## config.mk

```make
export PLATFORM = sky130hd
export DESIGN_NAME = div_ctrl_flat
export DESIGN_NICKNAME = d
export VERILOG_FILES = /design/src/rtl/mdu_pkg.sv /design/src/rtl/div_ctrl_if.sv /design/src/rtl/div_ctrl.sv /design/src/flat_wrapper.sv
export SDC_FILE = /design/constraint.sdc
export NUM_CORES = 1
export LEC_CHECK = 0
export CAP_MARGIN = 15
export CELL_PAD_IN_SITES_DETAIL_PLACEMENT = 0
export CELL_PAD_IN_SITES_GLOBAL_PLACEMENT = 2
export CORE_ASPECT_RATIO = 2
export CORE_UTILIZATION = 30
export CTS_CLUSTER_DIAMETER = 80
export DETAILED_ROUTE_END_ITERATION = 8
export GPL_TIMING_DRIVEN = 0
export MAX_ROUTING_LAYER = met4
export PLACE_DENSITY = 0.92
export SLEW_MARGIN = 20
export SYNTH_ARGS = -nofsm -noshare
export SYNTH_HDL_FRONTEND = slang
export SYNTH_SLANG_ARGS = --single-unit
```

## constraint.sdc

```tcl
create_clock -name clk -period 7.55 [get_ports clk]
set_input_delay 2.265 -clock clk [delete_from_list [all_inputs] [get_ports clk]]
set_output_delay 2.265 -clock clk [all_outputs]
set_load 0.005 [all_outputs]
```

## src/rtl/mdu_pkg.sv

```systemverilog
// Shared definitions for the multiply/divide unit: op encodings, divider
// sequencer states, and the constants used for RV32M corner cases.
package mdu_pkg;

  localparam int MDU_XLEN        = 32;
  localparam int DIV_LAT_DEFAULT = 33;

  localparam logic [MDU_XLEN-1:0] INT_MIN  = 32'h8000_0000;
  localparam logic [MDU_XLEN-1:0] ALL_ONES = 32'hFFFF_FFFF;

  typedef enum logic [1:0] {
    OP_DIV  = 2'b00,
    OP_DIVU = 2'b01,
    OP_REM  = 2'b10,
    OP_REMU = 2'b11
  } div_op_e;

  typedef enum logic [1:0] {
    S_IDLE,
    S_START,
    S_WAIT,
    S_DONE
  } div_state_e;

endpackage

```

## src/rtl/div_ctrl_if.sv

```systemverilog
// EXU-side request/response handshake of the divide sequencer.
interface div_ctrl_if;
  import mdu_pkg::*;

  logic                in_valid;
  logic                in_ready;
  logic [1:0]          in_op;
  logic [MDU_XLEN-1:0] in_src1;
  logic [MDU_XLEN-1:0] in_src2;
  logic                out_valid;
  logic                out_ready;
  logic [MDU_XLEN-1:0] out_result;

  modport master (
    output in_valid, in_op, in_src1, in_src2, out_ready,
    input  in_ready, out_valid, out_result
  );

  modport slave (
    input  in_valid, in_op, in_src1, in_src2, out_ready,
    output in_ready, out_valid, out_result
  );

endinterface

```

## src/rtl/div_ctrl.sv

```systemverilog
// Sequencer between the EXU and the unsigned iterative divider: sign handling,
// divide-by-zero / overflow short-cuts, and rejection of a stale divider done flag.
module div_ctrl
  import mdu_pkg::*;
#(
  parameter int DIV_LAT = DIV_LAT_DEFAULT,
  parameter int XLEN    = MDU_XLEN
) (
  input  logic            clk,
  input  logic            rst_n,
  input  logic            flush,
  div_ctrl_if.slave       req,
  output logic [XLEN-1:0] div_dividend,
  output logic [XLEN-1:0] div_divisor,
  output logic            div_valid,
  input  logic [XLEN-1:0] div_q,
  input  logic [XLEN-1:0] div_r,
  input  logic            div_out_valid
);

  localparam logic [5:0] LAT_THR = 6'(DIV_LAT);
  localparam logic [5:0] LAT_MAX = 6'd63;

  div_state_e      state_reg, state_next;
  div_op_e         op_reg;
  logic            s1_reg, s2_reg;
  logic [XLEN-1:0] dividend_reg, divisor_reg, result_reg;
  logic [5:0]      lat_cnt_reg;
  logic            out_valid_reg, div_valid_reg;

  div_op_e         in_op;
  logic            in_ready_int, accept, in_signed, in_s1, in_s2, in_special, capture;
  logic [XLEN-1:0] in_mag1, in_mag2, special_result, cap_result;

  always_comb begin
    in_op          = div_op_e'(req.in_op);
    in_ready_int   = (state_reg == S_IDLE) && !flush;
    accept         = req.in_valid && in_ready_int;
    in_signed      = (in_op == OP_DIV) || (in_op == OP_REM);
    in_s1          = in_signed && req.in_src1[XLEN-1];
    in_s2          = in_signed && req.in_src2[XLEN-1];
    in_mag1        = in_s1 ? -req.in_src1 : req.in_src1;
    in_mag2        = in_s2 ? -req.in_src2 : req.in_src2;
    // Divide-by-zero and INT_MIN / -1 never reach the divider.
    in_special     = (req.in_src2 == '0) ||
                     (in_signed && req.in_src1 == INT_MIN && req.in_src2 == ALL_ONES);
    special_result = '0;
    if (req.in_src2 == '0)
      special_result = req.in_op[1] ? req.in_src1 : ALL_ONES;
    else
      special_result = req.in_op[1] ? '0 : INT_MIN;
  end

  // A done flag seen before the divider can possibly be finished is stale.
  assign capture = (state_reg == S_WAIT) && (lat_cnt_reg >= LAT_THR) && div_out_valid;

  always_comb begin
    cap_result = div_r;
    case (op_reg)
      OP_DIV:  cap_result = (s1_reg ^ s2_reg) ? -div_q : div_q;
      OP_DIVU: cap_result = div_q;
      OP_REM:  cap_result = s1_reg ? -div_r : div_r;
      default: cap_result = div_r;
    endcase
  end

  always_comb begin
    state_next = state_reg;
    case (state_reg)
      S_IDLE:  if (accept) state_next = in_special ? S_DONE : S_START;
      S_START: state_next = S_WAIT;
      S_WAIT:  if (capture) state_next = S_DONE;
      S_DONE:  if (req.out_ready) state_next = S_IDLE;
      default: state_next = S_IDLE;
    endcase
    if (flush) state_next = S_IDLE;
  end

  always_ff @(posedge clk or negedge rst_n) begin
    if (!rst_n) state_reg <= S_IDLE;
    else        state_reg <= state_next;
  end

  always_ff @(posedge clk or negedge rst_n) begin
    if (!rst_n) begin
      op_reg        <= OP_DIV;
      s1_reg        <= 1'b0;
      s2_reg        <= 1'b0;
      dividend_reg  <= '0;
      divisor_reg   <= '0;
      result_reg    <= '0;
      lat_cnt_reg   <= '0;
      out_valid_reg <= 1'b0;
      div_valid_reg <= 1'b0;
    end else begin
      out_valid_reg <= (state_next == S_DONE);
      div_valid_reg <= (state_next == S_START);
      if (accept) begin
        op_reg       <= in_op;
        s1_reg       <= in_s1;
        s2_reg       <= in_s2;
        dividend_reg <= in_mag1;
        divisor_reg  <= in_mag2;
        if (in_special) result_reg <= special_result;
      end
      if (state_reg == S_START)
        lat_cnt_reg <= 6'd1;
      else if (state_reg == S_WAIT && lat_cnt_reg != LAT_MAX)
        lat_cnt_reg <= lat_cnt_reg + 6'd1;
      if (capture && !flush) result_reg <= cap_result;
    end
  end

  assign req.in_ready   = in_ready_int;
  assign req.out_valid  = out_valid_reg;
  assign req.out_result = result_reg;
  assign div_dividend   = dividend_reg;
  assign div_divisor    = divisor_reg;
  assign div_valid      = div_valid_reg;

endmodule

```

## src/flat_wrapper.sv

```systemverilog
// flat-port wrapper written by rule: the top's interface ports become plain ports
module div_ctrl_flat import mdu_pkg::*;
#(
  parameter int DIV_LAT = DIV_LAT_DEFAULT,
  parameter int XLEN    = MDU_XLEN
)
  (clk, rst_n, flush, div_dividend, div_divisor, div_valid, div_q, div_r, div_out_valid, req_in_valid, req_in_op, req_in_src1, req_in_src2, req_out_ready, req_in_ready, req_out_valid, req_out_result);
  div_ctrl_if req_i ();
  input  logic clk;
  input  logic rst_n;
  input  logic flush;
  output logic [XLEN-1:0] div_dividend;
  output logic [XLEN-1:0] div_divisor;
  output logic div_valid;
  input  logic [XLEN-1:0] div_q;
  input  logic [XLEN-1:0] div_r;
  input  logic div_out_valid;
  input wire logic [$bits(req_i.in_valid)-1:0] req_in_valid;
  input wire logic [$bits(req_i.in_op)-1:0] req_in_op;
  input wire logic [$bits(req_i.in_src1)-1:0] req_in_src1;
  input wire logic [$bits(req_i.in_src2)-1:0] req_in_src2;
  input wire logic [$bits(req_i.out_ready)-1:0] req_out_ready;
  output wire logic [$bits(req_i.in_ready)-1:0] req_in_ready;
  output wire logic [$bits(req_i.out_valid)-1:0] req_out_valid;
  output wire logic [$bits(req_i.out_result)-1:0] req_out_result;
  assign req_i.in_valid = req_in_valid;
  assign req_i.in_op = req_in_op;
  assign req_i.in_src1 = req_in_src1;
  assign req_i.in_src2 = req_in_src2;
  assign req_i.out_ready = req_out_ready;
  assign req_in_ready = req_i.in_ready;
  assign req_out_valid = req_i.out_valid;
  assign req_out_result = req_i.out_result;
  div_ctrl #(.DIV_LAT(DIV_LAT), .XLEN(XLEN)) u_core (.clk(clk), .rst_n(rst_n), .flush(flush), .req(req_i), .div_dividend(div_dividend), .div_divisor(div_divisor), .div_valid(div_valid), .div_q(div_q), .div_r(div_r), .div_out_valid(div_out_valid));
endmodule
```

# Word level (Yosys, flattened, before mapping)
# Index checks and enable logic that the tools add are counted.
# W data, S select, Z words.
# op_classes
add_sub_neg	5
multipliers	0
div_mod_pow	0
n_lt_le_gt_ge	1
n_eq_ne	11
shifts	0
muxes	19
bitwise_logic	1
n_reduce_logical	21
# ops
op	n
$mux W32	10
$neg A32 Y32	4
$pmux W32 S3	1
$eq A32 B32 Y1 const B	2
$logic_not A32 Y1	1
$mux W6	2
$eq A2 B2 Y1 const B	5
$logic_and A1 B1 Y1	10
$mux W2	5
$pmux W2 S4	1
$add A6 B1 Y6 const B	1
$eq A2 B1 Y1 const B	3
$ge A6 B6 Y1 const B	1
$logic_not A2 Y1	3
$ne A6 B6 Y1 const B	1
$reduce_bool A2 Y1	3
$logic_or A1 B1 Y1	2
$reduce_and A2 Y1	1
$logic_not A1 Y1	1
$xor A1 B1 Y1	1
# totals
reg_bits	110
latchBits	0
mem_bits_rw	0
mem_bits_ro	0
input_bits	136
out_inout_bits	99
memories	0

# Longest topological paths before layout
# depth
word_depth	10
mapped_depth	10
ltp_nobuf	8

# Worst setup path before layout
# OpenSTA, ideal clock, no wires.
# synth_path
path_kind	input -> output
start	in flush
end	out req_in_ready
arrival_time_ns	2.469
t_required_ns	5.285
path_slack_ns	2.816
path_stages	1
n_path_buf	0
path_cell_list	nor3_1
# synth_between
elab_chain_cells	2
# synth_rtl
item	line_no	source
from (decl)	flat_wrapper.sv:11	input logic flush;
$logic_not A1 Y1	div_ctrl.sv:37	in_ready_int = (state_reg == S_IDLE) && !flush;
$logic_and A1 B1 Y1	div_ctrl.sv:37	
to (decl)	flat_wrapper.sv:23	output wire logic [$bits(req_i.in_ready)-1:0] req_in_ready;
# No other way between the ends.

# Worst setup path after layout
# Ends and elaborated chain as after synthesis.

==> metrics.cfg <==
[die]
core_area_um2 = 26800
dieArea_um2 = 27880
pin_count = 235
rows = 85
start_util = 0.3042
fp.dieH_um = 235.1
die_width_um = 118.6

[setup_path]
cpMostUsedCell = clkdlybuf4s50_1
worst_ep_arrival_time_ps = 3550
required_ps = 5290
crit_path_end_kind = output port
cp-startpoint = flush
critPathSlowestCell = clkdlybuf4s50_1
critPathTopFamily = buffers and inverters
r2r-start = u_core.state_reg[0]
critPathMaxStageDelay_ps = 540
path_class = primary input to output port
worstPathCellList = clkdlybuf4s50_1 -> nor3_1 -> clkdlybuf4s50_1
cp_max_fo = 5
cp-start-kind = primary input
cp_num_buf_inv = 2

[drt]
drt_first_pass_iters = 8
finalWirelength_um = 36020
ant_nets = 0
wire_per_inst_um = 22.99
avgViaCountPerCell = 5.507
drt_iter0_markers = 569
routed-via-count = 8629
drc = 0

[synth]
postSynthCellCount = 973
synthArstFlopShare = 1.000
synth_edf_count = 0
syn_nets = 1117
synthFlopType = dfrtp_1
ys_ff_latch = 110
syn_area_um2 = 8152
yosysUniqueCellTypes = 76
yosysSeqAreaShare = 0.3377
yosys_warnings = 0
synth.avg_cell_area_um2 = 8.378

[timing]
fmax_mhz = 172.1
holdWs_ps = 486.7
tightest_slew_ps = 1065
min_period_over_period = 0.7697
rsz0062_at_grt = false
setup_ws_ps = 1739
fin_skew_ps = 7.270
relSlewSlack = 0.2835
setup_viol = 0
hold_violations = 0
fin_crit_ps = 5811
report.final.slew_viol_count = 0

[power_and_ir_drop]
p_total_mw = 1.954
ir_drop_v = 0.0001092
power_density_nw_per_um2 = 174.7
leakage_nw = 4.251

[finish]
layoutNonFillerInstCount = 1567
drive_above_1_share = 0.05583
area_growth_pct = 37.22
nNetsFinal = 1357
final_common_cell = clkdlybuf4s50_1
final_cell_mix = clkdlybuf4s50_1, dfrtp_1, nand2_1

[flow_run]
drv_cap = 0

[placement]
post-place-cells = 1550
port_buffers = 228
place_ws_ps = 1734
gp_congestion = 0.9381
post-dp-hpwl_um = 29670

[clock_network]
numCtsBuffers = 9
cts_buffer_depth = 2
root_buffer = clkbuf_16
cts_tree = yes
cts_resized = 0
postCtsSetupBuffers = 0
cts.sinks = 110
cts_max_level = 3
cts_hold_buf = 0
clk_latency_ps = 360
clk_pin_slew_ps = 80

[worst_hold_path]
hp-start = u_core.div_divisor[20]
min_path_type = flip-flop to flip-flop

[global_routing]
grt_pass1_wl_um = 54390
grt_usage = 0.2668
grt_pass1_vias = 9095
overflow = 0
grt_max_degree = 62
grt_antenna_before_repair = 1

[outcome]
status = complete, no violations

routing by layer:
layer	vias up	part of all wire	GRT usage
met5	-	0	-
met4	0	0.046	0.1285
met2	303	0.58	0.5281
met3	85	0.043	0.03803
li1	4065	-	-
met1	4176	0.33	0.2408
per-stage QoR:
step                      cell area (um2)  utilization  setup TNS (ps)
after floorplan                      8152            -               0
after global placement              10870       0.4056          -39320
after detailed placement            10900       0.4066               0
after CTS                           11180       0.4173               0
after global routing                11190       0.4174               0
final                               11190       0.4174               0
layout make-up:
cell class / instances / area [um2]
fillers: 2759 / 15620
multi-input cells: 775 / 5037
flip-flops and latches: 110 / 2753
repair buffers: 229 / 2311
well taps: 348 / 435.4
plain buffers: 60 / 256.5
clock buffers: 10 / 239.0
inverters: 28 / 105.1
clock inverters: 6 / 46.29
diodes: 1 / 2.502
worst min-delay path, cell delays in order, from the launching register on:
cell and delay [ps]:
dfrtp_1 350, nand2_1 50, nand3_1 60
final timing paths:
check / to / depth (start not counted) / slack [ps]
hold reg to reg: u_core.div_divisor[20] / 2 / 490
hold / removal: u_core.div_divisor[20] / 2 / 490
max in group asynchronous: u_core.req.out_result[2] / 2 / 4990
setup / recovery: req_in_ready / 3 / 1740
min in group asynchronous: u_core.div_dividend[23] / 1 / 1850
setup reg to reg: u_core.div_divisor[0] / 7 / 4060
where the power goes:
group          switching, mW  internal [mW]
combinational          0.391          0.350
clock                  0.236          0.235
sequential            0.0648          0.677
synthesized netlist by cell type (all sizes together), types with 14 or more instances:
cell,number,area (um2)
inv,27,101.4
nand3,17,90.09
or3,14,87.58
xor2,54,473.0
o31ai,24,180.2
clkbuf,49,183.9
nand2,107,401.6
nor4,26,260.3
nand4,24,177.7
dfrtp,110,2753
nor3,23,120.1
o21ai,108,540.5
o22ai,15,93.84
xnor2,50,437.9
nor2,73,276.5
a21oi,39,195.2
o41ai,17,156.4
nand2b,20,125.1
a31oi,22,137.6
cell families after synthesis:
kind of cell	Yosys count	synth area share
buffers and inverters	88	0.04436
xor gates and xnor gates	104	0.1117
DFF	110	0.3377
adders and majority gates	8	0.01228
and+or+nand+nor	348	0.2318
AOI/OAI and AO/OA	290	0.2292
muxes	25	0.03300
Note: power is estimated with default switching activity, not from simulation.
